===== config.mk =====
export PLATFORM = sky130hd
export DESIGN_NAME = save_ch2_arbiter_flat
export DESIGN_NICKNAME = d
export VERILOG_FILES = /design/src/rtl/save_ch2_arbiter_pkg.sv /design/src/rtl/save_ch2_arbiter_if.sv /design/src/rtl/save_ch2_arbiter.sv /design/src/flat_wrapper.sv
export SDC_FILE = /design/constraint.sdc
export NUM_CORES = 1
export LEC_CHECK = 0
export ABC_AREA = 1
export ABC_CLOCK_PERIOD_IN_PS = 2000
export BUFFER_PORTS_ARGS = -buffer_cell sky130_fd_sc_hd__clkbuf_2
export CAP_MARGIN = 25
export CORE_ASPECT_RATIO = 0.8
export CORE_MARGIN = 10
export CORE_UTILIZATION = 51
export CTS_CLUSTER_DIAMETER = 60
export DETAILED_ROUTE_END_ITERATION = 7
export GPL_ROUTABILITY_DRIVEN = 1
export PLACE_DENSITY = 0.81
export SETUP_SLACK_MARGIN = 0.2
export SLEW_MARGIN = 5
export SYNTH_ARGS = -nofsm -noshare
export SYNTH_HDL_FRONTEND = slang
export SYNTH_SLANG_ARGS = --single-unit

===== constraint.sdc =====
create_clock -name clk -period 2 [get_ports clk]
set_input_delay 0.1 -clock clk [delete_from_list [all_inputs] [get_ports clk]]
set_output_delay 0.1 -clock clk [all_outputs]
set_load 0.02 [all_outputs]

===== src/rtl/save_ch2_arbiter_pkg.sv =====
// Shared types and constants for the SDRAM channel-2 save arbiter.
// Holds the FSM states, the requester IDs and the save-RAM address mapping.
package save_arb_pkg;

  typedef enum logic [2:0] {
    ST_IDLE   = 3'd0,
    ST_ISSUE  = 3'd1,
    ST_SETTLE = 3'd2,
    ST_WAIT   = 3'd3,
    ST_DONE   = 3'd4
  } arb_state_e;

  typedef enum logic [1:0] {
    REQ_SS = 2'd0,
    REQ_LD = 2'd1,
    REQ_UL = 2'd2
  } req_id_e;

  localparam logic [6:0] SAVE_BASE_DEFAULT = 7'b0001111;

  // Save-RAM offsets live in a fixed 256 KiB window of SDRAM.
  function automatic logic [24:0] save_addr(input logic [6:0] base, input logic [17:0] offset);
    return {base, offset};
  endfunction

endpackage


===== src/rtl/save_ch2_arbiter_if.sv =====
// SDRAM channel-2 request bus between the save arbiter and the sdram controller.
// The master side issues single-cycle rd/wr pulses; the slave side returns data and busy.
interface save_ch2_arbiter_if;
  logic [24:0] ch2_addr;
  logic        ch2_rd;
  logic        ch2_wr;
  logic [7:0]  ch2_din;
  logic [7:0]  ch2_dout;
  logic        ch2_busy;

  modport master (
    output ch2_addr, ch2_rd, ch2_wr, ch2_din,
    input  ch2_dout, ch2_busy
  );

  modport slave (
    input  ch2_addr, ch2_rd, ch2_wr, ch2_din,
    output ch2_dout, ch2_busy
  );
endinterface


===== src/rtl/save_ch2_arbiter.sv =====
// Shares SDRAM channel 2 between the savestate engine, the save-RAM loader and unloader.
// Fixed priority savestate > loader > unloader, one transaction at a time, with busy watchdog.
module save_ch2_arbiter
  import save_arb_pkg::*;
#(
  parameter logic [6:0]  SAVE_BASE = SAVE_BASE_DEFAULT,
  parameter int unsigned SETTLE    = 2,
  parameter int unsigned TIMEOUT   = 255
) (
  input  logic        clk,
  input  logic        reset_n,
  input  logic        sleep_savestate,
  input  logic [24:0] ss_addr,
  input  logic        ss_rd,
  input  logic        ss_wr,
  input  logic [7:0]  ss_wdata,
  output logic [7:0]  ss_rdata,
  output logic        ss_done,
  input  logic        ld_req,
  input  logic [17:0] ld_addr,
  input  logic [7:0]  ld_wdata,
  output logic        ld_ack,
  input  logic        ul_req,
  input  logic [17:0] ul_addr,
  output logic [7:0]  ul_rdata,
  output logic        ul_ack,
  save_ch2_arbiter_if.master ch2,
  output logic        save_busy,
  output logic        timeout_err,
  output logic        ss_overrun
);

  localparam logic [7:0] SETTLE_LAST  = 8'(SETTLE - 1);
  localparam logic [7:0] TIMEOUT_LAST = 8'(TIMEOUT - 1);

  arb_state_e  r_state;
  req_id_e     r_gnt;
  logic        r_op_wr;
  logic [7:0]  r_cnt;

  logic        r_ss_pend;
  logic        r_ss_pend_wr;
  logic [24:0] r_ss_pend_addr;
  logic [7:0]  r_ss_pend_data;

  logic [24:0] r_ch2_addr;
  logic [7:0]  r_ch2_din;
  logic        r_ch2_rd;
  logic        r_ch2_wr;
  logic [7:0]  r_ss_rdata;
  logic        r_ss_done;
  logic        r_ld_ack;
  logic [7:0]  r_ul_rdata;
  logic        r_ul_ack;
  logic        r_timeout_err;
  logic        r_ss_overrun;

  logic        w_ss_pulse;
  logic        w_ss_clear;
  logic        w_finish;
  logic [7:0]  w_rdata;
  logic        w_gnt_valid;
  req_id_e     w_gnt_id;
  logic        w_gnt_wr;
  logic [24:0] w_gnt_addr;
  logic [7:0]  w_gnt_data;

  assign w_ss_pulse = ss_rd | ss_wr;
  assign w_ss_clear = (r_state == ST_DONE) && (r_gnt == REQ_SS);
  assign w_finish   = (r_state == ST_WAIT) && (!ch2.ch2_busy || (r_cnt == TIMEOUT_LAST));
  assign w_rdata    = ch2.ch2_busy ? 8'hFF : ch2.ch2_dout;

  // Grant selection evaluated in IDLE: pending savestate first, sleep masks ld/ul.
  always_comb begin
    w_gnt_valid = 1'b0;
    w_gnt_id    = REQ_SS;
    w_gnt_wr    = 1'b0;
    w_gnt_addr  = 25'd0;
    w_gnt_data  = 8'd0;
    if (r_ss_pend) begin
      w_gnt_valid = 1'b1;
      w_gnt_id    = REQ_SS;
      w_gnt_wr    = r_ss_pend_wr;
      w_gnt_addr  = r_ss_pend_addr;
      w_gnt_data  = r_ss_pend_data;
    end else if (!sleep_savestate && ld_req) begin
      w_gnt_valid = 1'b1;
      w_gnt_id    = REQ_LD;
      w_gnt_wr    = 1'b1;
      w_gnt_addr  = save_addr(SAVE_BASE, ld_addr);
      w_gnt_data  = ld_wdata;
    end else if (!sleep_savestate && ul_req) begin
      w_gnt_valid = 1'b1;
      w_gnt_id    = REQ_UL;
      w_gnt_wr    = 1'b0;
      w_gnt_addr  = save_addr(SAVE_BASE, ul_addr);
      w_gnt_data  = 8'd0;
    end else begin
      w_gnt_valid = 1'b0;
    end
  end

  // Savestate pulse capture; the slot frees in DONE, so a pulse then is accepted.
  always_ff @(posedge clk or negedge reset_n) begin
    if (!reset_n) begin
      r_ss_pend      <= 1'b0;
      r_ss_pend_wr   <= 1'b0;
      r_ss_pend_addr <= 25'd0;
      r_ss_pend_data <= 8'd0;
      r_ss_overrun   <= 1'b0;
    end else if (w_ss_pulse) begin
      if (r_ss_pend && !w_ss_clear) begin
        r_ss_overrun <= 1'b1;
      end else begin
        r_ss_pend      <= 1'b1;
        r_ss_pend_wr   <= ss_wr;
        r_ss_pend_addr <= ss_addr;
        r_ss_pend_data <= ss_wdata;
      end
    end else if (w_ss_clear) begin
      r_ss_pend <= 1'b0;
    end
  end

  // Transaction FSM; one counter serves both the settle delay and the WAIT watchdog.
  always_ff @(posedge clk or negedge reset_n) begin
    if (!reset_n) begin
      r_state       <= ST_IDLE;
      r_gnt         <= REQ_SS;
      r_op_wr       <= 1'b0;
      r_cnt         <= 8'd0;
      r_ch2_addr    <= 25'd0;
      r_ch2_din     <= 8'd0;
      r_ch2_rd      <= 1'b0;
      r_ch2_wr      <= 1'b0;
      r_ss_rdata    <= 8'd0;
      r_ss_done     <= 1'b0;
      r_ld_ack      <= 1'b0;
      r_ul_rdata    <= 8'd0;
      r_ul_ack      <= 1'b0;
      r_timeout_err <= 1'b0;
    end else begin
      r_ch2_rd  <= 1'b0;
      r_ch2_wr  <= 1'b0;
      r_ss_done <= 1'b0;
      r_ld_ack  <= 1'b0;
      r_ul_ack  <= 1'b0;
      case (r_state)
        ST_IDLE: begin
          if (w_gnt_valid) begin
            r_state    <= ST_ISSUE;
            r_gnt      <= w_gnt_id;
            r_op_wr    <= w_gnt_wr;
            r_ch2_addr <= w_gnt_addr;
            r_ch2_din  <= w_gnt_data;
            r_ch2_wr   <= w_gnt_wr;
            r_ch2_rd   <= !w_gnt_wr;
          end else begin
            r_state <= ST_IDLE;
          end
        end
        ST_ISSUE: begin
          r_state <= ST_SETTLE;
          r_cnt   <= 8'd0;
        end
        ST_SETTLE: begin
          if (r_cnt == SETTLE_LAST) begin
            r_state <= ST_WAIT;
            r_cnt   <= 8'd0;
          end else begin
            r_cnt <= r_cnt + 8'd1;
          end
        end
        ST_WAIT: begin
          if (w_finish) begin
            r_state <= ST_DONE;
            if (ch2.ch2_busy) begin
              r_timeout_err <= 1'b1;
            end
            case (r_gnt)
              REQ_SS: begin
                r_ss_done <= 1'b1;
                if (!r_op_wr) begin
                  r_ss_rdata <= w_rdata;
                end
              end
              REQ_LD: r_ld_ack <= 1'b1;
              REQ_UL: begin
                r_ul_ack   <= 1'b1;
                r_ul_rdata <= w_rdata;
              end
              default: r_state <= ST_DONE;
            endcase
          end else begin
            r_cnt <= r_cnt + 8'd1;
          end
        end
        ST_DONE: r_state <= ST_IDLE;
        default: r_state <= ST_IDLE;
      endcase
    end
  end

  assign ch2.ch2_addr = r_ch2_addr;
  assign ch2.ch2_din  = r_ch2_din;
  assign ch2.ch2_rd   = r_ch2_rd;
  assign ch2.ch2_wr   = r_ch2_wr;
  assign ss_rdata     = r_ss_rdata;
  assign ss_done      = r_ss_done;
  assign ld_ack       = r_ld_ack;
  assign ul_rdata     = r_ul_rdata;
  assign ul_ack       = r_ul_ack;
  assign timeout_err  = r_timeout_err;
  assign ss_overrun   = r_ss_overrun;
  assign save_busy    = (r_state != ST_IDLE) || r_ss_pend;

endmodule


===== src/flat_wrapper.sv =====
// flat-port wrapper written by rule: the top's interface ports become plain ports
module save_ch2_arbiter_flat import save_arb_pkg::*;
#(
  parameter logic [6:0]  SAVE_BASE = SAVE_BASE_DEFAULT,
  parameter int unsigned SETTLE    = 2,
  parameter int unsigned TIMEOUT   = 255
)
  (clk, reset_n, sleep_savestate, ss_addr, ss_rd, ss_wr, ss_wdata, ss_rdata, ss_done, ld_req, ld_addr, ld_wdata, ld_ack, ul_req, ul_addr, ul_rdata, ul_ack, save_busy, timeout_err, ss_overrun, ch2_ch2_addr, ch2_ch2_rd, ch2_ch2_wr, ch2_ch2_din, ch2_ch2_dout, ch2_ch2_busy);
  save_ch2_arbiter_if ch2_i ();
  input  logic clk;
  input  logic reset_n;
  input  logic sleep_savestate;
  input  logic [24:0] ss_addr;
  input  logic ss_rd;
  input  logic ss_wr;
  input  logic [7:0] ss_wdata;
  output logic [7:0] ss_rdata;
  output logic ss_done;
  input  logic ld_req;
  input  logic [17:0] ld_addr;
  input  logic [7:0] ld_wdata;
  output logic ld_ack;
  input  logic ul_req;
  input  logic [17:0] ul_addr;
  output logic [7:0] ul_rdata;
  output logic ul_ack;
  output logic save_busy;
  output logic timeout_err;
  output logic ss_overrun;
  output wire logic [$bits(ch2_i.ch2_addr)-1:0] ch2_ch2_addr;
  output wire logic [$bits(ch2_i.ch2_rd)-1:0] ch2_ch2_rd;
  output wire logic [$bits(ch2_i.ch2_wr)-1:0] ch2_ch2_wr;
  output wire logic [$bits(ch2_i.ch2_din)-1:0] ch2_ch2_din;
  input wire logic [$bits(ch2_i.ch2_dout)-1:0] ch2_ch2_dout;
  input wire logic [$bits(ch2_i.ch2_busy)-1:0] ch2_ch2_busy;
  assign ch2_ch2_addr = ch2_i.ch2_addr;
  assign ch2_ch2_rd = ch2_i.ch2_rd;
  assign ch2_ch2_wr = ch2_i.ch2_wr;
  assign ch2_ch2_din = ch2_i.ch2_din;
  assign ch2_i.ch2_dout = ch2_ch2_dout;
  assign ch2_i.ch2_busy = ch2_ch2_busy;
  save_ch2_arbiter #(.SAVE_BASE(SAVE_BASE), .SETTLE(SETTLE), .TIMEOUT(TIMEOUT)) u_core (.clk(clk), .reset_n(reset_n), .sleep_savestate(sleep_savestate), .ss_addr(ss_addr), .ss_rd(ss_rd), .ss_wr(ss_wr), .ss_wdata(ss_wdata), .ss_rdata(ss_rdata), .ss_done(ss_done), .ld_req(ld_req), .ld_addr(ld_addr), .ld_wdata(ld_wdata), .ld_ack(ld_ack), .ul_req(ul_req), .ul_addr(ul_addr), .ul_rdata(ul_rdata), .ul_ack(ul_ack), .ch2(ch2_i), .save_busy(save_busy), .timeout_err(timeout_err), .ss_overrun(ss_overrun));
endmodule

==> reports/summary.md <==
The flow ran to the end, and the final reports show no timing, DRC or antenna violations. Number of enable flip-flop cells after synthesis: 0. Most frequently used flop master after synthesis: dfrtp_1. Setup violations remaining at the end of the flow were counted as 0.

The tools report the number of global-route vias before repair as 4738. For the number of filler cells placed in the layout, the log shows 691. The final setup TNS was 0 ns; the worst endpoint required time was 2.28 ns. In this run the power density over the cells is 1440 mW/mm^2. Synthesis produced 603 cells. For the pin with the worst max-slew slack, the measured transition is 0.486 ns. Summing all flip-flop and latch instances after layout gives 0.00263 sq mm.

The worst hold-check path type is input pin to flop. The run gives 0.00628 ns as the largest clock skew in the final design. In the global route stage, overall resource usage came out at 21.7%. In this run the biggest area consumer among cell types represents 54.1% of the synthesized area. After synthesis the netlist holds a flip-flop and latch count of 105. The critical path is of the flop to flop type.

For the worst setup path, the data arrival time is 2.01 ns. The type of element capturing the critical path is a flop. In this design, the stage delay of the slowest critical-path cell is 0.43 ns.

In this run, CTS created clock tree buffers numbering 9. The first-pass GRT wire length came out at 24.3 mm. The run gives 0.00486 sq mm as the area of the mapped netlist.

The die area was 0.0139 sq mm; the number of buffers inserted by port buffering was 149. Fraction of synthesis flops using an asynchronous set or reset pin: 100%. For the worst flop-to-flop path, the logic depth is 9. Share of final-layout standard cells stronger than drive strength 1: 26.6%.

The run gives 54.1% as the register area share after synthesis. The run gives 0.000832 V as the peak supply drop. Counting buffers and inverters, the worst setup path is 9 cells deep. The hold path depth is 3, and the post-synth net total is 699. Summed over all layers, the routed wires come to 14.8 mm. For this design the top-level I/O count stands at 150. The H-tree generated during clock tree synthesis spans 3 levels. The floorplan has 31 rows. From synthesis to final layout, the design area changed by 32.1%.

After synthesis, the cell types taking the most area are dfrtp_1 54%, nand2_1 19%, nand3_1 13%. In this run the remaining antenna-violating nets after routing total 0. The run gives 105 as the clock sink count.

The repair_antennas step left the layout with diodes totalling 0. The number of buffer and inverter instances along the worst setup path works out to 2. Entering global routing, the biggest net connects 55 pins. The most numerous cell type found on the critical path is nand2_1.

For this run, the number of Yosys warnings is 0. The tools report the clock root buffer as clkbuf_16. Walking the worst path, the cells encountered are inv_1 -> ha_1 -> nand2_1 -> nor2_1 -> nand2_2 -> a21oi_4 -> buf_4 -> nand4_1 -> nand2_1. TritonCTS built the clock tree.

Setup slack closes at 0.276 ns. Static timing analysis puts the maximum clock frequency at 580 MHz. The largest total area in the synthesized netlist belongs to dfrtp_1. The area taken by multi-input logic gates was 0.00205 sq mm; the number of library cell types mapped by synthesis was 27. The tools report the launching element type of the critical path as a flop. The total count of max-transition violations in the final report came out at 0.

The chip width works out to 129 microns. After the first detailed-routing iteration, the DRC count stood at 449. At the end of the flow, the number of nets in the layout was 881. The detail-routed via count per cell was 5.27. The kind of cell with the highest combined delay along the critical path is simple AND/OR/NAND/NOR gates.

Routability-driven placement finished with a final weighted congestion of 0.907. The core area was 0.00919 sq mm; the vertical die dimension was 107 microns. In this run the static leakage power is 3.54 nW. Count of TritonRoute iterations in the first routing pass: 5.

The worst pin sits at a relative slew slack of 67.5%. Detailed routing inserted a total of 4767 vias. Setup repair after global routing could not meet its margin everywhere.

The number of hold violations in the final report was 0; the final global-route overflow total was 0. Summed over all nets, the half-perimeter wirelength after detailed placement is 10.5 mm. The clock latency of the later-clocked register in the worst-skew pair is 0.35 ns, and the setup slack after placement is 0.262 ns. After clock tree synthesis, the clock-pin slew on the worst setup and hold paths is 0.07 ns.

The tools report the initial antenna violation count as 0. For this run, design rule violations remaining after detail routing come to 0. The post-detailed-route wirelength per cell was 16.4 microns. The highest fanout seen on the critical path was 9; the smallest hold slack was 0.0159 ns. The run gives 2 as the maximum buffer depth of the clock tree. Power comes to 9.23 mW. Once the floorplan was initialized, standard cells occupied 52.9% of the core. The slowest stage of the critical path belongs to the cell dfrtp_1. Subtracting the final worst setup slack from the clock period gives 1.72 ns. Dividing the synthesized area by the synthesized cell count gives 8.06 sq um. Across the run, the number of max-cap violations was 0. The period utilization was 86.2%.
==> worst reg2reg max path, cell delays in order, from the launching register on <==
cell and delay, ns:
dfrtp_1 0.43, inv_1 0.12, ha_1 0.15, nand2_1 0.05
nor2_1 0.12, nand2_2 0.10, a21oi_4 0.28, buf_4 0.22
nand4_1 0.09, nand2_1 0.09
==> final timing paths <==
kind | from | endpoint | slack, ns
setup reg to reg | u_core.r_cnt[0] | u_core.ss_rdata[4] | 0.28
setup / recovery | u_core.r_cnt[0] | u_core.ss_rdata[4] | 0.28
max in group asynchronous | reset_n | u_core.ch2.ch2_addr[9] | 1.15
hold / removal | ld_wdata[5] | u_core.ch2.ch2_din[5] | 0.02
hold reg to reg | u_core.r_ss_pend_addr[6] | u_core.r_ss_pend_addr[6] | 0.47
min in group asynchronous | reset_n | u_core.ss_rdata[5] | 0.19
==> metal layers <==
metal  routed length [microns]  up-vias  GRT usage (%)
met4                       225        0           5.92
li1                          -     2315              -
met2                      6880      214           33.2
met5                         0        -              0
met3                      1400       24           7.48
met1                      6300     2214           28.6
==> stage by stage <==
| stage | utilization [%] | instances | instance area (sq um) |
|---|---|---|---|
| after floorplan | - | 603 | 4860 |
| after global placement | 62.2 | 849 | 5720 |
| after detailed placement | 62.2 | 849 | 5720 |
| after CTS | 69.3 | 901 | 6370 |
| after global routing | 69.9 | 905 | 6420 |
| final | 69.9 | 905 | 6420 |
==> cell usage in the layout, fill, tap and decap left out, types with 7 or more instances in the layout <==
cell type      count
nand4_1           10
nand3_1          122
clkbuf_16          9
nand2_1          250
a21oi_1            7
dlygate4sd3_1     36
or2_2              9
nor2_1            23
clkbuf_2         148
inv_1             11
buf_4             14
dfrtp_1          105
==> timing repair <==
item,4_1_cts,5_1_grt
hold buffers,36,0
setup buffers,0,4
endpoints found under the setup margin,0,51
resized for setup,0,4
endpoints found under the hold margin,58,0
==> registers in the layout, summed over array words and instances, names as in the netlist, 2 cells and up <==
name                   flops
u_core.ul_rdata            8
u_core.r_cnt               8
u_core.ss_rdata            8
u_core.r_state             3
u_core.ch2.ch2_din         8
u_core.r_gnt               2
u_core.r_ss_pend_data      8
u_core.ch2.ch2_addr       25
u_core.r_ss_pend_addr     25
==> report_power, final <==
part / total, mW / switching, mW / leakage (nW) / internal [mW]
clock network: 1.79 / 0.777 / 0.143 / 1.01
logic: 3.86 / 2.59 / 2.06 / 1.27
registers: 3.58 / 0.582 / 1.33 / 3.00
total: 9.23 / 3.95 / 3.54 / 5.27
==> cells in the mapped netlist, types with 2 or more instances <==
cell / instances
nor2_4: 2
inv_2: 6
nor2_2: 2
nand3_1: 122
nand4_1: 10
a21oi_1: 7
buf_2: 13
clkbuf_1: 15
xor2_1: 2
a31o_2: 2
ha_1: 3
o21ai_0: 4
nand2_1: 250
nor2_1: 23
inv_1: 11
or2_2: 9
dfrtp_1: 105
nand2_2: 8
==> kinds of logic (layout without fill, tap and decap cells) <==
kind of cell | count (synthesis) | count (layout) | share of synthesized area [%]
and+or+nand+nor | 429 | 429 | 38.4
DFF | 105 | 105 | 54.1
buffers and inverters | 47 | 234 | 4.12
AOI/OAI and AO/OA | 16 | 16 | 2.14
adders and majority gates | 3 | 3 | 0.772
xor gates and xnor gates | 3 | 3 | 0.541
==> cell type report <==
| cell class | instances | share of cell area (%) |
|---|---|---|
| Tap cell | 115 | 2.24 |
| Clock buffer | 12 | 3.84 |
| Inverter | 18 | 1.05 |
| Sequential cell | 105 | 40.9 |
| Multi-Input combinational cell | 451 | 31.9 |
| Timing Repair Buffer | 200 | 19.3 |
| Clock inverter | 4 | 0.799 |
(Power assumes the default switching activity.)
